`config.mk`:
```
export PLATFORM = sky130hd
export DESIGN_NAME = voice_allocator
export DESIGN_NICKNAME = d
export VERILOG_FILES = /design/src/rtl/rocket_pkg.sv /design/src/rtl/voice_lru.sv /design/src/rtl/voice_allocator.sv
export SDC_FILE = /design/constraint.sdc
export NUM_CORES = 1
export LEC_CHECK = 0
export CAP_MARGIN = 40
export CORE_MARGIN = 1
export CORE_UTILIZATION = 56
export DETAILED_ROUTE_END_ITERATION = 10
export PLACE_DENSITY = 0.85
export SYNTH_ARGS = -nofsm -noshare
export SYNTH_HDL_FRONTEND = slang
export SYNTH_SLANG_ARGS = --single-unit
```
`constraint.sdc`:
```
create_clock -name clk -period 8.3 [get_ports clk]
set_input_delay 1.245 -clock clk [delete_from_list [all_inputs] [get_ports clk]]
set_output_delay 1.245 -clock clk [all_outputs]
set_load 0.05 [all_outputs]
```
`src/rtl/rocket_pkg.sv`:
```
// Shared definitions for the voice allocator: allocator FSM encodings and the
// default widths and voice count used by the CPU register map and the bench.
package rocket_pkg;

  localparam int VOICES_DEFAULT = 4;
  localparam int FREQ_BITS      = 32;
  localparam int NOTE_BITS      = 7;

  typedef enum logic [1:0] {
    ST_IDLE   = 2'd0,
    ST_SCAN   = 2'd1,
    ST_COMMIT = 2'd2,
    ST_RETRIG = 2'd3
  } alloc_state_t;

endpackage

```
`src/rtl/voice_lru.sv`:
```
// Least-recently-used rank tracker for the oscillator voices. Rank 0 is the
// most recently assigned voice and rank VOICES-1 the oldest. The ranks always
// form a permutation of 0..VOICES-1.
module voice_lru #(
  parameter int VOICES    = 4,
  parameter int RANK_BITS = $clog2(VOICES)
) (
  input  logic                 clk,
  input  logic                 rst_n,
  input  logic                 touch,
  input  logic [RANK_BITS-1:0] touch_idx,
  output logic [RANK_BITS-1:0] rank [VOICES],
  output logic [RANK_BITS-1:0] oldest
);

  localparam logic [RANK_BITS-1:0] MAX_RANK = RANK_BITS'(VOICES - 1);

  logic [RANK_BITS-1:0] touched_rank;

  assign touched_rank = rank[touch_idx];

  // A touch makes one voice the newest and ages every voice that was newer than it
  always_ff @(posedge clk or negedge rst_n) begin
    if (!rst_n) begin
      for (int i = 0; i < VOICES; i++) begin
        rank[i] <= RANK_BITS'(VOICES - 1 - i);
      end
    end else if (touch) begin
      for (int i = 0; i < VOICES; i++) begin
        if (RANK_BITS'(i) == touch_idx) begin
          rank[i] <= '0;
        end else if (rank[i] < touched_rank) begin
          rank[i] <= rank[i] + 1'b1;
        end
      end
    end
  end

  // The oldest voice is the one holding the top rank, lowest index on a tie
  always_comb begin
    oldest = '0;
    for (int i = VOICES - 1; i >= 0; i--) begin
      if (rank[i] == MAX_RANK) begin
        oldest = RANK_BITS'(i);
      end
    end
  end

endmodule

```
`src/rtl/voice_allocator.sv`:
```
// Polyphonic voice scheduler. Each accepted note event is checked against the
// voices one per cycle, then committed: same-note retrigger first, then the
// least-recently-used free voice, then the oldest voice is stolen. Retriggered
// or stolen voices have their gate held low for RETRIG_CYCLES so the envelope
// restarts cleanly.
module voice_allocator #(
  parameter int VOICES        = rocket_pkg::VOICES_DEFAULT,
  parameter int FREQ_BITS     = rocket_pkg::FREQ_BITS,
  parameter int NOTE_BITS     = rocket_pkg::NOTE_BITS,
  parameter int RETRIG_CYCLES = 8192
) (
  input  logic                           clk,
  input  logic                           rst_n,
  input  logic                           ev_valid,
  output logic                           ev_ready,
  input  logic                           ev_on,
  input  logic [NOTE_BITS-1:0]           ev_note,
  input  logic [FREQ_BITS-1:0]           ev_freq,
  output logic [VOICES*FREQ_BITS-1:0]    freq_out,
  output logic [VOICES-1:0]              gate_out,
  output logic [VOICES*NOTE_BITS-1:0]    voice_note,
  output logic                           steal
);

  import rocket_pkg::*;

  localparam int IDX_BITS = $clog2(VOICES);
  localparam int CNT_BITS = $clog2(RETRIG_CYCLES + 1);
  localparam logic [IDX_BITS-1:0] LAST_IDX = IDX_BITS'(VOICES - 1);

  alloc_state_t state;

  logic                 ev_on_r;
  logic [NOTE_BITS-1:0] ev_note_r;
  logic [FREQ_BITS-1:0] ev_freq_r;

  logic [IDX_BITS-1:0]  scan_idx;
  logic                 match_found;
  logic [IDX_BITS-1:0]  match_idx;
  logic                 free_found;
  logic [IDX_BITS-1:0]  free_idx;
  logic [IDX_BITS-1:0]  free_rank;

  logic [IDX_BITS-1:0]  retrig_idx;
  logic [CNT_BITS-1:0]  retrig_cnt;

  logic [FREQ_BITS-1:0] freq_r [VOICES];
  logic [NOTE_BITS-1:0] note_r [VOICES];
  logic [VOICES-1:0]    gate_r;

  logic [IDX_BITS-1:0]  rank [VOICES];
  logic [IDX_BITS-1:0]  oldest;

  logic [IDX_BITS-1:0]  tgt;
  logic                 tgt_gated;
  logic                 tgt_steal;
  logic                 touch;

  voice_lru #(
    .VOICES   (VOICES),
    .RANK_BITS(IDX_BITS)
  ) u_lru (
    .clk      (clk),
    .rst_n    (rst_n),
    .touch    (touch),
    .touch_idx(tgt),
    .rank     (rank),
    .oldest   (oldest)
  );

  assign touch = (state == ST_COMMIT) && ev_on_r;

  // Note-on target choice from the scan results: retrigger, else free, else steal the oldest
  always_comb begin
    tgt       = oldest;
    tgt_gated = 1'b1;
    tgt_steal = 1'b1;
    if (match_found) begin
      tgt       = match_idx;
      tgt_gated = 1'b1;
      tgt_steal = 1'b0;
    end else if (free_found) begin
      tgt       = free_idx;
      tgt_gated = 1'b0;
      tgt_steal = 1'b0;
    end
  end

  // Allocator FSM with the scan registers and the voice register file
  always_ff @(posedge clk or negedge rst_n) begin
    if (!rst_n) begin
      state       <= ST_IDLE;
      ev_ready    <= 1'b1;
      steal       <= 1'b0;
      ev_on_r     <= 1'b0;
      ev_note_r   <= '0;
      ev_freq_r   <= '0;
      scan_idx    <= '0;
      match_found <= 1'b0;
      match_idx   <= '0;
      free_found  <= 1'b0;
      free_idx    <= '0;
      free_rank   <= '0;
      retrig_idx  <= '0;
      retrig_cnt  <= '0;
      gate_r      <= '0;
      for (int i = 0; i < VOICES; i++) begin
        freq_r[i] <= '0;
        note_r[i] <= '0;
      end
    end else begin
      steal <= 1'b0;
      case (state)
        ST_IDLE: begin
          if (ev_valid && ev_ready) begin
            ev_on_r     <= ev_on;
            ev_note_r   <= ev_note;
            ev_freq_r   <= ev_freq;
            scan_idx    <= '0;
            match_found <= 1'b0;
            free_found  <= 1'b0;
            free_rank   <= '0;
            ev_ready    <= 1'b0;
            state       <= ST_SCAN;
          end
        end

        ST_SCAN: begin
          if (!match_found && gate_r[scan_idx] && (note_r[scan_idx] == ev_note_r)) begin
            match_found <= 1'b1;
            match_idx   <= scan_idx;
          end
          if (!gate_r[scan_idx] && (!free_found || (rank[scan_idx] > free_rank))) begin
            free_found <= 1'b1;
            free_idx   <= scan_idx;
            free_rank  <= rank[scan_idx];
          end
          if (scan_idx == LAST_IDX) begin
            state <= ST_COMMIT;
          end else begin
            scan_idx <= scan_idx + 1'b1;
          end
        end

        ST_COMMIT: begin
          if (ev_on_r) begin
            freq_r[tgt] <= ev_freq_r;
            note_r[tgt] <= ev_note_r;
            if (tgt_gated) begin
              gate_r[tgt] <= 1'b0;
              retrig_idx  <= tgt;
              retrig_cnt  <= CNT_BITS'(RETRIG_CYCLES);
              steal       <= tgt_steal;
              state       <= ST_RETRIG;
            end else begin
              gate_r[tgt] <= 1'b1;
              ev_ready    <= 1'b1;
              state       <= ST_IDLE;
            end
          end else begin
            if (match_found) begin
              gate_r[match_idx] <= 1'b0;
            end
            ev_ready <= 1'b1;
            state    <= ST_IDLE;
          end
        end

        ST_RETRIG: begin
          if ((retrig_cnt == CNT_BITS'(1)) || (retrig_cnt == '0)) begin
            gate_r[retrig_idx] <= 1'b1;
            retrig_cnt         <= '0;
            ev_ready           <= 1'b1;
            state              <= ST_IDLE;
          end else begin
            retrig_cnt <= retrig_cnt - 1'b1;
          end
        end

        default: begin
          ev_ready <= 1'b1;
          state    <= ST_IDLE;
        end
      endcase
    end
  end

  for (genvar g = 0; g < VOICES; g++) begin : g_pack
    assign freq_out[g*FREQ_BITS +: FREQ_BITS]   = freq_r[g];
    assign voice_note[g*NOTE_BITS +: NOTE_BITS] = note_r[g];
  end

  assign gate_out = gate_r;

endmodule

```
; ---- After elaboration in Yosys (flattened, before gate mapping)
; Cells that the tools add are included.
[totals]
wordCells = 191
input_bits = 43
regBits = 238
output_inout_bits = 162
[classes]
n_mux = 72
addsub = 6
n_reduce_logical = 40
n_bitwise = 8
magnitude_cmp = 15
eq_ne = 23
[op_table]
columns = op, count
row1 = $bwmux 128, 1
row2 = $demux 32 s2, 1
row3 = $mux 2, 26
row4 = $mux 14, 3
row5 = $mux 32, 1
row6 = $bwmux 28, 1
row7 = $pmux 14 s2, 1
row8 = $mux 7, 3
row9 = $reduce_and 3->1, 7
row10 = $mux 1, 16
row11 = $mux 4, 4
row12 = $ne 2x2->1 const B, 8
row13 = $reduce_and 2->1, 8
row14 = $bmux 7 s2, 1
row15 = $demux 7 s2, 1
row16 = $eq 14x1->1 const B, 1
row17 = $eq 2x2->1 const B, 7
row18 = $logic_not 14->1, 1
row19 = $sub 14x1->14 const B, 1
row20 = $lt 2x3->1 const B, 4
row21 = $reduce_bool 2->1, 6
row22 = $add 2x1->2 const B, 5
row23 = $logic_and 1x1->1, 9
row24 = $and 4x4->4, 2
row25 = 26 further kinds, 46

; ---- Logic depth before layout (Yosys ltp)
[depth]
depth_word = 16
depth_mapped = 11
ltp_nobuf = 9

; ---- Cells and area by module
; A second synthesis with hierarchy kept.
[unflattened]
cells_unflattened = 767
hier_area_um2 = 10378.7
[modules_own_cells]
columns = module, area_each_um2, n_inst, cells_each, seq_area_each_um2
row1 = voice_allocator, 9587.9, 1, 679, 5756.8
row2 = voice_lru, 790.8, 1, 88, 205.2

; ---- Worst setup path after synthesis
; Ideal clock, no wire load.
[synth_path]
kind = register to register
from = reg scan_idx[0]
to = reg free_idx[0]
synth_period_minus_slack_ps = 2671
stages_incl_launch_ff = 9
path_buffers = 2
t_arrival_ps = 2547
required_time_ps = 8175
setup_ps = 125
slack_ps = 5629
path_cell_list = dfrtp_1 buf_2 buf_2 mux4_2 ha_1 nor2b_1 o21ai_0 a211oi_2 mux2_2
[synth_via]
elab_chain_cells = 8
elab_cells_between_ends = 11
classes_between = order compare: 1 / mux: 5 / bitwise: 1 / reduce/logical: 4
[synth_lines]
columns = item, line
row1 = from (decl), voice_allocator.sv:37  ; logic [IDX_BITS-1:0] scan_idx;
row2 = from (signal assigned), voice_allocator.sv:141  ; scan_idx <= scan_idx + 1'b1;
row3 = $not 2->3 (implied by the code), voice_allocator.sv:133  ; if (!gate_r[scan_idx] && (!free_found || (rank[scan_idx] > free_rank))) begin
row4 = $bmux 2 s2, voice_allocator.sv:133
row5 = $mux 2 (implied by the code) (2 in series), voice_allocator.sv:133
row6 = $gt 2x2->1, voice_allocator.sv:133
row7 = $logic_or 1x1->1, voice_allocator.sv:133
row8 = $logic_and 1x1->1, voice_allocator.sv:133
row9 = $reduce_and 2->1 (no source line), -
row10 = to (signal assigned), voice_allocator.sv:135  ; free_idx <= scan_idx;
row11 = to (decl), voice_allocator.sv:41  ; logic [IDX_BITS-1:0] free_idx;
; Several ways; a longest one is shown, not always the timed one. The select of a mux whose other input is x is not followed.
; A chain may end at the register's enable or synchronous reset.

; ---- Final worst setup path
[layout_path]
from = reg u_lru.rank[0] (netlist bit)
to = reg u_lru.rank[1] (netlist bit)
[layout_via]
elab_chain_cells = 14
elab_cells_between_ends = 18
classes_between = add/sub: 1 / order compare: 1 / eq/ne: 2 / mux: 11 / bitwise: 1 / reduce/logical: 2
[layout_lines]
columns = item, line
row1 = from (decl), voice_lru.sv:12  ; output logic [RANK_BITS-1:0] rank [VOICES],
row2 = "from (signal, indexed assignment)", voice_lru.sv:26  ; rank[i] <= RANK_BITS'(VOICES - 1 - i);
row3 = "from (signal, indexed assignment)", voice_lru.sv:33  ; rank[i] <= rank[i] + 1'b1;
row4 = $eq 2x2->1, voice_lru.sv:43  ; if (rank[i] == MAX_RANK) begin
row5 = $mux 2 (4 in series), voice_lru.sv:43
row6 = $mux 2, voice_allocator.sv:82  ; end else if (free_found) begin
row7 = $mux 2, voice_allocator.sv:78  ; if (match_found) begin
row8 = $not 2->3 (implied by the code), voice_lru.sv:20  ; assign touched_rank = rank[touch_idx];
row9 = $bmux 2 s2, voice_lru.sv:20
row10 = $mux 2 (implied by the code) (2 in series), voice_lru.sv:20
row11 = $lt 2x2->1, voice_lru.sv:32  ; end else if (rank[i] < touched_rank) begin
row12 = $reduce_bool 2->1 (no source line), -
row13 = $reduce_and 2->1 (no source line), -
; Several ways; a longest one is shown, not always the timed one. The select of a mux whose other input is x is not followed.

==> results.json <==
{
  "nets": 1006,
  "yosys_warnings": 0,
  "power.leakage_nw": 6.40,
  "layout_min_cycle_time_ps": 3190,
  "place.gp.congestion": 0.924,
  "p_clk_share_pct": 47.7,
  "syn-num-nets": 803,
  "yosysTopAreaCellShare_pct": 55.6,
  "wl_per_cell_um": 20.4,
  "finalSetupTns_ps": 0,
  "first_iter_violations": 269,
  "antenna_found_initial": 0,
  "antennaDiodeCount": 0,
  "ys_async_sr_fraction_pct": 100,
  "syn_area_mm2": 0.0105,
  "place_hpwl_um": 15900,
  "synth_edf_count": 0,
  "cts.repair.resized": 0,
  "clock_latency_ps": 530,
  "slew_headroom_pct": 35.1,
  "h-tree-depth": 1,
  "p_sw_mw": 0.471,
  "cap_violations": 0,
  "synth_simple_gate_area_share_pct": 6.09,
  "synth-compound-area-share_pct": 7.64,
  "grt_pass1_vias": 7306,
  "crit_type": "reg2reg",
  "period_share_pct": 38.4,
  "yosysTopAreaCell": "dfrtp_1",
  "synthTopCellsByArea": "dfrtp_1 (56%), mux2_2 (15%), mux2_4 (5.6%)",
  "yosysUniqueCellTypes": 64,
  "grt_max_degree": 129,
  "clock-sinks": 238,
  "die_w_um": 139,
  "finalHoldViolations": 0,
  "fmaxAchievable_ghz": 0.314,
  "portBuffers": 204,
  "rows": 49,
  "ios": 205,
  "nFillCells": 1199,
  "power_frac_comb_pct": 1.9,
  "wirelength_um": 24500,
  "yosys.cell_count.top_type": "dfrtp_1",
  "seq_power_share_pct": 50.5,
  "start_util_pct": 57.8,
  "status": "finished clean",
  "cts_root_buf": "clkbuf_16",
  "synth_common_cells": "dfrtp_1 (233), mux2_2 (139), nand2_1 (40)",
  "worstPathMaxFanout": 24,
  "rsz0062_at_grt": "no",
  "synth_top_family_by_area": "multiplexers",
  "hold_buffers": 0,
  "vias": 6897,
  "overflow": 0,
  "finalMaxSlewViolations": 0,
  "synth_fa_ha_area_share_pct": 1.07,
  "cts_buffers": 25,
  "clockBufferDepth": 3,
  "critical_path.most_common_cell": "o21ai_1",
  "cp_cell_sequence": "ha_1, nor2b_1, o21ai_1, a21oi_4, nand2_2, buf_4, o31ai_1, o211ai_1, o21ai_1",
  "ant_nets": 0,
  "tritoncts": "built",
  "slowest_stage": "buf_4",
  "finalClockSkew_ps": 19.6,
  "syn_avg_cell_area_um2": 14.0,
  "arrival_ps": 3590,
  "synth-xor-area-share_pct": 0.668,
  "drc_errors": 0,
  "grt_usage_pct": 26.1,
  "synthMuxAreaShare_pct": 25.0,
  "internal_power_mw": 1.83,
  "die_h_um": 139,
  "grt_pass1_wl_um": 39900,
  "drt_first_pass_iters": 6,
  "cts_setup_buffers": 0,
  "max_slew.worst_pin.slew_ps": 974,
  "synth-seq-cells": 238,
  "power_density_mw_per_mm2": 171,
  "power.share.switching_pct": 20.5,
  "area_delta_synth_final_pct": 28.6,
  "avgViaCountPerCell": 5.75,
  "start_kind": "flop",
  "setup_viol": 0,
  "max_stage_delay_ps": 540,
  "clkSlewWorstSetupHoldPaths_ps": 60,
  "final_util_pct": 74.3,
  "irDropWorstVdd_v": 0.000164,
  "ys.flop_type": "dfrtp_1",
  "core_area_mm2": 0.0181,
  "hold_class": "reg2reg",
  "cp-end-kind": "flop",
  "synthCells": 751,
  "ys_seq_area_share_pct": 56.8,
  "dieArea_mm2": 0.0193,
  "drive_above_1_share_pct": 27.4,
  "cp.required_ps": 8710,
  "p_total_mw": 2.30
}
[logic make-up after synthesis]
| kind of cell | Yosys count |
|---|---|
| simple gates | 120 |
| mux | 210 |
| xor+xnor | 8 |
| compound gates | 118 |
| buf+inv | 48 |
| fa+ha+maj | 9 |
| flops | 238 |
[through the flow]
step	hold WS [ps]	instances	area (um^2)	setup WS, ps
after floorplan	446	751	10500	5630
after global placement	466	1155	12700	5200
after detailed placement	475	1156	12700	5160
after CTS	481	1199	13500	5130
after global routing	504	1199	13500	4870
final	474	1199	13500	5110
[flip-flops by register name, summed over array words and instances, names as in the netlist, 7 cells and up, named ones only]
| name | cells |
|---|---|
| ev_freq_r | 32 |
| u_lru.rank | 8 |
| voice_note | 28 |
| ev_note_r | 7 |
| retrig_cnt | 14 |
| freq_out | 128 |
[worst paths after layout]
check,from,end,cells after the start,slack [ps]
worst max-delay path,u_lru.rank[0],u_lru.rank[1],9,5110
worst min register to register,retrig_cnt[12],retrig_cnt[12],1,470
max in group asynchronous,rst_n,freq_out[122],2,6050
worst min-delay path,retrig_cnt[12],retrig_cnt[12],1,470
min in group asynchronous,rst_n,freq_out[66],1,790
worst max register to register,u_lru.rank[0],u_lru.rank[1],9,5110
[final cells by class]
type | instances | area [um^2] | area share [%]
Clock inverter | 5 | 71.3 | 0.529
Sequential cell | 238 | 5960 | 44.2
Timing Repair Buffer | 212 | 2110 | 15.7
Clock buffer | 38 | 744 | 5.52
Multi-Input combinational cell | 465 | 4270 | 31.6
Inverter | 12 | 45.0 | 0.334
Tap cell | 229 | 287 | 2.12
[layout by cell type (no fill, tap or decap), types with 7 or more instances in the layout]
cell             synthesis  final
ha_1                     9      9
nor3_1                   9      8
dfrtp_1                233    233
inv_1                   12     12
nor2_1                  24     23
o21ai_0                 27     27
clkbuf_16                0     25
buf_4                    5      7
mux2_4                  39     39
clkbuf_8                 0      7
clkdlybuf4s50_1          0    203
mux2_2                 139    139
nor2b_1                  7      7
nand2_1                 40     40
mux4_2                  10     10
o31ai_1                  8      8
mux2_1                  22     22
a21oi_1                 33     33
[layer usage]
| layer | part of all wire [%] | track usage (%) |
|---|---|---|
| met1 | 41 | 32.8 |
| met2 | 48 | 42.8 |
| met3 | 7.4 | 7.73 |
| met4 | 3.8 | 9.88 |
| met5 | 0 | 0 |
[worst max-delay path, delay by kind of cell (launching register included)]
family / cells / cell delay, ps
AOI/OAI and AO/OA: 5 / 1130
adders and majority gates: 1 / 260
buffers and inverters: 1 / 540
DFF: 1 / 460
and+or+nand+nor: 2 / 670
[power by group through the flow]
stage	combinational [mW]	sequential, mW	clock (mW)
after floorplan	0.000272	1.18	0
after global placement	0.0440	1.18	0
after detailed placement	0.0443	1.18	0
after CTS	0.0445	1.16	1.12
after global routing	0.0486	1.16	1.16
final	0.0427	1.16	1.10
Note: power is estimated with default switching activity, not from simulation.
